`src/rtl/cache_line_fill.sv`:
```
// rtl/cache_line_fill.sv - cache line refill: fetch BEATS memory beats, write one full line into the data array
//
// Ports:
//   clk, rsta                  clock, asynchronous active-high reset
//   fill_req/addr/index/chan   fill command from the cache controller (sampled in IDLE only)
//   fill_busy/done/error       status back to the controller (done/error are one-cycle pulses)
//   mem_req_valid/ready/addr   read request to the memory bus
//   mem_rvalid/rdata/rerr      read beats from the memory bus, mem_rready accepts them
//   dm_index/chan/data/wr      single-cycle full-line write into the data memory
module cache_line_fill #(
    parameter int INDEX_WIDTH = 4,
    parameter int CHAN_WIDTH  = 3,
    parameter int DATA_WIDTH  = 128,
    parameter int BEAT_WIDTH  = 32,
    parameter int ADDR_WIDTH  = 32
) (
    input  logic                   clk,
    input  logic                   rsta,
    input  logic                   fill_req,
    input  logic [ADDR_WIDTH-1:0]  fill_addr,
    input  logic [INDEX_WIDTH-1:0] fill_index,
    input  logic [CHAN_WIDTH-1:0]  fill_chan,
    output logic                   fill_busy,
    output logic                   fill_done,
    output logic                   fill_error,
    output logic                   mem_req_valid,
    input  logic                   mem_req_ready,
    output logic [ADDR_WIDTH-1:0]  mem_req_addr,
    input  logic                   mem_rvalid,
    input  logic [BEAT_WIDTH-1:0]  mem_rdata,
    input  logic                   mem_rerr,
    output logic                   mem_rready,
    output logic [INDEX_WIDTH-1:0] dm_index,
    output logic [CHAN_WIDTH-1:0]  dm_chan,
    output logic [DATA_WIDTH-1:0]  dm_data,
    output logic                   dm_wr
);

    localparam int BEATS     = DATA_WIDTH / BEAT_WIDTH;
    localparam int CNT_WIDTH = (BEATS > 1) ? $clog2(BEATS) : 1;

    typedef enum logic [1:0] {
        IDLE  = 2'd0,
        REQ   = 2'd1,
        BEAT  = 2'd2,
        WRITE = 2'd3
    } state_t;

    state_t               state;
    state_t               state_next;
    logic [CNT_WIDTH-1:0] cnt;
    logic                 beat_ok;
    logic                 beat_err;
    logic                 last_beat;

    // Beats are only looked at in BEAT; a stray rvalid elsewhere has no effect.
    assign beat_ok   = (state == BEAT) && mem_rvalid && !mem_rerr;
    assign beat_err  = (state == BEAT) && mem_rvalid && mem_rerr;
    assign last_beat = (cnt == CNT_WIDTH'(BEATS - 1));

    always_ff @(posedge clk or posedge rsta) begin
        if (rsta) begin
            state <= IDLE;
        end else begin
            state <= state_next;
        end
    end

    always_comb begin
        state_next = state;
        case (state)
            IDLE: begin
                if (fill_req) begin
                    state_next = REQ;
                end
            end
            REQ: begin
                if (mem_req_ready) begin
                    state_next = BEAT;
                end
            end
            BEAT: begin
                if (beat_err) begin
                    state_next = IDLE;
                end else if (beat_ok && last_beat) begin
                    state_next = WRITE;
                end
            end
            WRITE: begin
                state_next = IDLE;
            end
            default: begin
                state_next = IDLE;
            end
        endcase
    end

    // Handshake strobes are pure decodes of the state register, so none of
    // them combinationally depends on an input.
    assign fill_busy     = (state != IDLE);
    assign mem_req_valid = (state == REQ);
    assign mem_rready    = (state == BEAT);
    assign dm_wr         = (state == WRITE);

    always_ff @(posedge clk or posedge rsta) begin
        if (rsta) begin
            mem_req_addr <= '0;
            dm_index     <= '0;
            dm_chan      <= '0;
            dm_data      <= '0;
            cnt          <= '0;
            fill_done    <= 1'b0;
            fill_error   <= 1'b0;
        end else begin
            fill_done  <= 1'b0;
            fill_error <= 1'b0;
            case (state)
                IDLE: begin
                    if (fill_req) begin
                        mem_req_addr <= fill_addr;
                        dm_index     <= fill_index;
                        dm_chan      <= fill_chan;
                        // Cleared so an aborted fill can never leak into the next line.
                        dm_data      <= '0;
                        cnt          <= '0;
                    end
                end
                BEAT: begin
                    if (beat_ok) begin
                        dm_data[int'(cnt) * BEAT_WIDTH +: BEAT_WIDTH] <= mem_rdata;
                        cnt <= last_beat ? '0 : cnt + CNT_WIDTH'(1);
                    end
                    // Pulse lands in the first IDLE cycle after the error beat.
                    if (beat_err) begin
                        fill_error <= 1'b1;
                    end
                end
                WRITE: begin
                    fill_done <= 1'b1;
                end
                default: begin
                end
            endcase
        end
    end

endmodule

```
`config.mk`:
```
export PLATFORM = sky130hd
export DESIGN_NAME = cache_line_fill
export DESIGN_NICKNAME = d
export VERILOG_FILES = /design/src/rtl/cache_line_fill.sv
export SDC_FILE = /design/constraint.sdc
export NUM_CORES = 1
export LEC_CHECK = 0
export BUFFER_PORTS_ARGS = -buffer_cell sky130_fd_sc_hd__buf_2
export CORE_MARGIN = 5
export CORE_UTILIZATION = 40
export CTS_BUF_LIST = sky130_fd_sc_hd__clkbuf_2
export DETAILED_ROUTE_END_ITERATION = 12
export PLACE_DENSITY = 0.76
export RECOVER_POWER = 25
export REMOVE_ABC_BUFFERS = 1
export SYNTH_ARGS = -nofsm -noshare
export SYNTH_HDL_FRONTEND = slang
export SYNTH_SLANG_ARGS = --single-unit
```
`constraint.sdc`:
```
create_clock -name clk -period 10.96 [get_ports clk]
set_clock_uncertainty 0.15 [all_clocks]
set_input_delay 2.192 -clock clk [delete_from_list [all_inputs] [get_ports clk]]
set_output_delay 2.192 -clock clk [all_outputs]
set_load 0.05 [all_outputs]
```
## Word level (Yosys, flattened, before mapping)

Cells that the tools add are included.

- Bitwise gates (word level): 0
- Equality and inequality tests: 8
- Shift-type cells: 2
- Div/mod/pow operators: 0
- $mul: 0
- $add $sub $neg: 2
- Order comparisons: 0
- Mux-type cells: 16
- Reduce and logical (&&, ||, !) cells: 11

Operator list:

| cell | number |
|---|---|
| 2-to-1 mux 128 bit | 2 |
| one-hot mux 128 bit (2 select lines) | 1 |
| bitwise mux 128 bit | 1 |
| variable shift 32 x 33 -> 128 bit (first input constant) | 1 |
| variable part select 32 x 33 -> 128 bit | 1 |
| negator 7 -> 33 bit | 1 |
| 2-to-1 mux 2 bit | 7 |
| one-hot mux 2 bit (4 select lines) | 1 |
| equality test 2 bit (second input constant) | 3 |
| AND reduction 3 bit | 2 |
| logical AND 1 bit | 4 |
| != test 2 x 1 -> 1 bit (second input constant) | 2 |
| one-hot mux 2 bit (2 select lines) | 1 |
| nonzero test 2 bit | 2 |
| 2-to-1 mux 1 bit | 3 |
| != test 3 x 1 -> 1 bit (second input constant) | 1 |
| adder 2 x 1 -> 2 bit (second input constant) | 1 |
| equality test 2 x 1 -> 1 bit (second input constant) | 1 |
| zero test 2 bit | 1 |
| != test 2 bit (second input constant) | 1 |
| AND reduction 2 bit | 1 |
| zero test 1 bit | 1 |

- Bits in latches: 0
- Memories: 0
- Output and inout bits: 173
- Logic and storage cells: 47
- ROM bits: 0
- Register bits: 173
- RAM bits: 0

## Longest topological paths before layout

Gate-level depths: netlist (run 1).

- Word-level depth: 7
- Mapped depth: 6
- Depth with buffers taken out: 5

## Least setup slack after synthesis (run 1)

OpenSTA, ideal clock, no wires.

- Path type: flip-flop to output port
- From: reg state[1]
- To: out mem_rready
- Path buffers: 1
- Arrival: 1281 ps
- Path slack: 7337 ps
- Data required time: 8618 ps
- Stages on the path, launching flop included: 3
- Path through: dfrtp_1 > buf_2 > nor2b_1

- Cells in the longest elaborated chain, start to end: 1

RTL lines:

| item | line | text |
|---|---|---|
| from (decl) | 49 | `state_t state;` |
| from (signal assigned) | 65 | `state <= state_next;` |
| equality test 2 bit | 102 | `assign mem_rready = (state == BEAT);` |
| to (decl) | 32 | `output logic mem_rready,` |

Every way passes these cells.

==> results.py, run 1 <==
metrics = {
    "clock_network": {
        "cts_buffers": 17,
        "cts_hold_buf": 0,
        "clock_path_buffers": 2,
        "postCtsSetupBuffers": 0,
        "htreeDepth": 4,
        "post_cts_resize_count": 0,
        "clk_latency_ns": 0.74,
        "root_buffer": "clkbuf_2",
        "cts_tree": "done",
        "cts_sinks": 173,
        "cts.clk_slew.worst_paths_ns": 0.25,
    },
    "setup_path": {
        "cpPeakStageDelay_ns": 2.21,
        "cp.required_ns": 11.59,
        "cp_max_fo": 97,
        "worst_setup_path_start_kind": "input port",
        "worstSetupPathType": "input port to asynchronous set/reset pin",
        "crit_slowest_cell": "clkinvlp_2",
        "arrival_ns": 5.65,
        "crit_chain": "buf_2 -> clkinvlp_2 -> buf_4",
        "crit_path_end_kind": "asynchronous set/reset pin",
    },
    "die": {
        "die_h_um": 136.8,
        "initial_core_util_pct": 40.60,
        "ios": 250,
        "fp.coreArea_um2": 15830,
        "fp.dieArea_um2": 18700,
        "rows": 46,
        "die_x_um": 136.8,
    },
    "timing": {
        "setup_violations": 0,
        "worst_pin_slew_ns": 4.012,
        "slew_viol_final": 138,
        "fin_ws_ns": 5.937,
        "rsz0062_at_grt": "false",
        "max_freq_mhz": 199.1,
        "hold_slack_ns": 0.3776,
        "min_period_over_period_pct": 45.83,
        "max_slew_margin_pct": -168.9,
        "finalHoldViolCount": 0,
        "final.min_clock_period_ns": 5.023,
        "fin_tns_setup_ns": 0,
    },
    "logic_synthesis": {
        "netlist_instances": 417,
        "synthFlopType": "dfrtp_1",
        "synth_area_um2": 6426,
        "avgSynthCellArea_um2": 15.41,
        "yosys_register_bits": 173,
        "async_reset_ff_share_pct": 100.0,
        "ys_seq_area_share_pct": 67.37,
        "ys_warn_count": 0,
        "synth_edf_count": 0,
        "ys_types": 27,
    },
    "run_status": {
        "violations": "capacitance limit, slew limit",
        "status": "finished with violations",
    },
    "cells_and_area": {
        "drive_above_1_share_pct": 48.44,
        "fin_nets": 742,
        "area_growth_pct": 26.13,
    },
    "min_path": {
        "hold_class": "register to register",
    },
    "global_route": {
        "grt_pass1_vias": 4876,
        "antenna_found_initial": 2,
        "grt_pass1_wl_mm": 27.20,
        "grt_max_degree": 98,
        "track_usage_pct": 19.06,
        "grt.overflow.total": 0,
    },
    "placed_design": {
        "portBuffers": 249,
        "hpwl_mm": 13.00,
        "dp_slack_ns": 6.297,
        "gp_congestion": 0.8020,
    },
    "detailed_routing": {
        "wl_per_cell_um": 20.01,
        "viasPerCell": 5.193,
        "postRouteAntennaNets": 0,
        "drc_errors": 0,
        "firstDrtPassIters": 5,
        "wirelength_mm": 17.81,
        "drt_iter0_drc": 216,
        "vias": 4622,
    },
    "power": {
        "power.leakage_nw": 4.448,
        "vdd_drop_max_uv": 158.1,
        "pwr_density_cell_nw_per_um2": 253.8,
    },
    "job": {
        "drv_cap": 2,
    },
}
-- worst paths after layout --
| check | start | endpoint | slack [ns] | cells after the start |
|---|---|---|---|---|
| min in group asynchronous | rsta | mem_req_addr[23] | 2.40 | 2 |
| max in group clk | state[1] | dm_wr | 6.66 | 3 |
| worst max-delay path | rsta | dm_data[95] | 5.94 | 3 |
| worst max register to register | state[1] | mem_req_addr[19] | 7.94 | 3 |
| worst min-delay path | dm_index[2] | dm_index[2] | 0.38 | 1 |
| worst min register to register | dm_index[2] | dm_index[2] | 0.38 | 1 |
-- placed cells by master (no fill, tap or decap), types with 5 or more instances in the layout --
master / count
buf_2: 247
dfrtp_1: 173
a22o_1: 128
mux2_2: 36
clkbuf_2: 17
inv_8: 6
buf_4: 6
inv_1: 5
ha_1: 5
-- cells by family (layout without fill, tap and decap cells) --
family                   count (synthesis)  after routing  synth area share [%]
other                                    0              1                     0
flip-flops                             173            173                 67.37
AND/OR/NAND/NOR                         24             24                 3.213
buffers and inverters                   38            294                 3.076
multiplexers                            39             39                 6.834
adder cells (fa/ha/maj)                  5              5                0.9735
AO/OA/AOI/OAI                          138            138                 18.54
-- metal layers --
layer  vias to the layer above  global-route usage [%]  share of wire (%)
li1                       2070                       -                  -
met1                      2318                   23.41                 40
met2                       218                   31.49                 49
met3                        14                   6.912                9.5
met4                         2                   5.991                1.1
met5                         -                       0              0.062
-- area by class of cell --
cell class	instances	area [µm²]
Inverter	6	23.77
Tap cell	216	270.3
Timing Repair Buffer	256	1292
Clock buffer	17	85.08
Fill cell	1388	7722
Multi-Input combinational cell	206	1906
Clock inverter	15	196.4
Sequential cell	173	4329
Antenna cell	1	2.502
-- flip-flops by register name, summed over array words and instances (netlist names) --
signal        cells
dm_data         128
dm_chan           3
cnt               2
state             2
fill_done         1
dm_index          4
fill_error        1
mem_req_addr     32
-- where the power goes --
group	internal (mW)	switching, mW	leakage [nW]	total, mW
sequential	0.757	0.0700	2.32	0.827
clock	0.120	0.246	0.168	0.366
combinational	0.215	0.649	1.96	0.864
total	1.09	0.965	4.45	2.06
-- Yosys cell counts (all sizes together), types with 2 or more instances --
cell type | count | area (µm²)
nand2b | 4 | 25.02
dfrtp | 173 | 4329
a22o | 128 | 1121
nand2 | 3 | 11.26
nand4b | 4 | 35.03
nor2 | 2 | 7.510
inv | 6 | 22.52
ha | 5 | 62.56
and2 | 2 | 12.51
a21o | 4 | 30.03
mux2 | 39 | 439.2
nand3 | 2 | 10.01
buf | 19 | 126.4
clkbuf | 13 | 48.80
o21ai | 2 | 10.01
nor4b | 2 | 47.55
-- worst max-delay path: cells and delay by family --
kind	cells	cell delay (ns)
buffers and inverters	3	3.33
-- per-stage QoR --
step / std cells / cell area [µm²] / total power [mW] / utilization, %
2_1_floorplan: 385 / 6251 / 1.471 / -
3_3_place_gp: 857 / 7831 / 1.683 / 49.48
3_5_place_dp: 857 / 7831 / 1.708 / 49.48
4_1_cts: 889 / 8113 / 2.075 / 51.26
5_1_grt: 890 / 8105 / 2.154 / 51.21
6_report: 890 / 8105 / 2.057 / 51.21
(Power assumes the default switching activity.)
==> inputs of run 2 (changes only) <==
Settings changed: PLACE_DENSITY 0.76 to 0.78.
Clock period 10.96 ns to 4.6 ns, I/O delays scaled along.
==> run 2 against run 1 <==
The flow still finishes with violations (capacitance limit, slew limit). Total power is 130% higher. Critical endpoint is now dm_wr. Hold slack worse by 0.093 ns. Final cell count is 0.45% higher. Core utilization hardly changed. Design area hardly changed. Critical path depth stayed put. Global-route usage is 0.34 points higher. Register-to-register slack worse by 6.0 ns. Wire length is 3.0% higher. Largest cell class unchanged. Combinational power is 140% higher.
==> results.py, run 2 (synthesis gave the netlist of run 1 again) <==
metrics = {
    "global_route": {
        "met3_usage_pct": 6.397,
        "grt.overflow.total": 0,
        "globalRouteMet1Util_pct": 23.33,
        "track_usage_pct": 19.41,
        "grt_pass1_vias": 5098,
        "grt_pass1_wl_mm": 28.01,
        "grt_max_degree": 103,
        "top_usage_layer": "met2",
        "grt_util_met2_pct": 33.41,
        "antenna_found_initial": 1,
    },
    "power": {
        "power.leakage_nw": 4.454,
        "pwr_density_cell_nw_per_um2": 595.1,
        "vdd_drop_max_uv": 376.8,
        "power_mw": 4.826,
    },
    "cells_and_area": {
        "nFillCells": 1368,
        "regMostFlops": "dm_data",
        "fin_nets": 747,
        "drive_above_1_share_pct": 48.97,
        "area_growth_pct": 26.21,
        "top_regs": "dm_data: 128 flops, mem_req_addr: 32 flops, dm_index: 4 flops",
        "n_antenna_cell": 0,
        "register_area_um2": 4329,
        "mostFrequentLayoutCells": "buf_2 (248), dfrtp_1 (173), a22o_1 (128)",
        "final_common_cell": "buf_2",
        "largest_register_ffs": 128,
        "multi_input_area_um2": 1906,
    },
    "die": {
        "initial_core_util_pct": 40.60,
        "fp.dieArea_um2": 18700,
        "die_h_um": 136.8,
        "die_x_um": 136.8,
        "fp.coreArea_um2": 15830,
        "ios": 250,
        "rows": 46,
    },
    "clock_network": {
        "htreeDepth": 4,
        "cts_tree": "done",
        "root_buffer": "clkbuf_2",
        "clk_latency_ns": 0.68,
        "postCtsSetupBuffers": 0,
        "clock_path_buffers": 2,
        "post_cts_resize_count": 0,
        "cts_hold_buf": 0,
        "cts.clk_slew.worst_paths_ns": 0.25,
        "cts_sinks": 173,
        "cts_buffers": 17,
    },
    "detailed_routing": {
        "vias": 4766,
        "wl_per_cell_um": 20.51,
        "drc_errors": 0,
        "viasPerCell": 5.331,
        "postRouteAntennaNets": 0,
        "wirelength_mm": 18.34,
        "firstDrtPassIters": 4,
        "drt_iter0_drc": 359,
    },
    "placed_design": {
        "hpwl_mm": 13.51,
        "portBuffers": 249,
        "gp_congestion": 0.8069,
        "dp_slack_ns": 1.461,
    },
    "timing": {
        "max_slew_margin_pct": -39.63,
        "max_freq_mhz": 339.4,
        "fin_ws_ns": 1.653,
        "worst_pin_slew_ns": 2.094,
        "hold_slack_ns": 0.2846,
        "setup_violations": 0,
        "min_period_over_period_pct": 64.06,
        "finalHoldViolCount": 0,
        "slew_viol_final": 102,
        "rsz0062_at_grt": "false",
        "final.min_clock_period_ns": 2.947,
    },
    "job": {
        "drv_cap": 1,
    },
    "setup_path": {
        "r2r_cells": 4,
        "arrival_ns": 1.88,
        "cp_max_fo": 12,
        "r2r_slack_ns": 1.95,
        "crit_path_end_kind": "output port",
        "worst_setup_path_start_kind": "register",
        "cp.required_ns": 3.53,
        "r2r_start": "state[0]",
        "worstSetupPathType": "register to output port",
        "r2r_end": "dm_data[52]",
    },
    "min_path": {
        "min_from": "fill_addr[2]",
        "hold_depth": 2,
        "min_to": "mem_req_addr[2]",
        "hold_class": "input port to register",
    },
    "run_status": {
        "violations": "capacitance limit, slew limit",
        "status": "finished with violations",
    },
}
[run 2: cell count changes in the layout (fill, tap and decap cells not counted), sizes merged]
cell      change
clkbuf        -2
clkinvlp      +3
diode         -1
buf           +7
clkinv        +2
inv           -5
[run 2: stage by stage]
step                instances  TNS [ns]  instance area [µm²]  util [%]
global placement          862         0                 7881     49.79
CTS                       894         0                 8113     51.26
finish                    894         0                 8110     51.24
global route              894         0                 8110     51.24
detailed placement        862         0                 7881     49.79
floorplan                 385   -200.42                 6251         -
[run 2: worst max-delay path by stage]
stage / start / end / slack (ns) / cells after the start
after floorplan: rsta / cnt[0] / -1.16 / 1
after global placement: mem_rerr / dm_data[52] / 1.56 / 5
after detailed placement: mem_rerr / dm_data[46] / 1.46 / 5
after CTS: state[1] / dm_wr / 1.54 / 3
after global routing: state[1] / dm_wr / 1.40 / 3
final: state[1] / dm_wr / 1.65 / 3
[run 2: cell type report]
| cell class | count | share of cell area, % |
|---|---|---|
| Clock buffer | 17 | 1.049 |
| Clock inverter | 15 | 1.805 |
| Inverter | 6 | 0.3240 |
| Multi-Input combinational cell | 206 | 23.50 |
| Sequential cell | 173 | 53.38 |
| Tap cell | 216 | 3.332 |
| Timing Repair Buffer | 261 | 16.62 |
[run 2: per-layer routing]
layer	wire length [µm]	part of all wire, %	vias to the layer above
li1	-	-	2076
met1	7391	40	2410
met2	8907	49	249
met3	1747	9.5	29
met4	284	1.5	2
met5	7	0.038	-
[run 2: where the power goes]
group	total (mW)	switching, mW	internal [mW]
clock	0.766	0.518	0.248
combinational	2.09	1.57	0.516
sequential	1.98	0.172	1.80
[run 2: worst max-delay path, cell delays in order, from the launching register on]
cell and delay (ns):
dfrtp_1 0.59, inv_1 0.13, nor2_1 0.18, buf_2 0.29
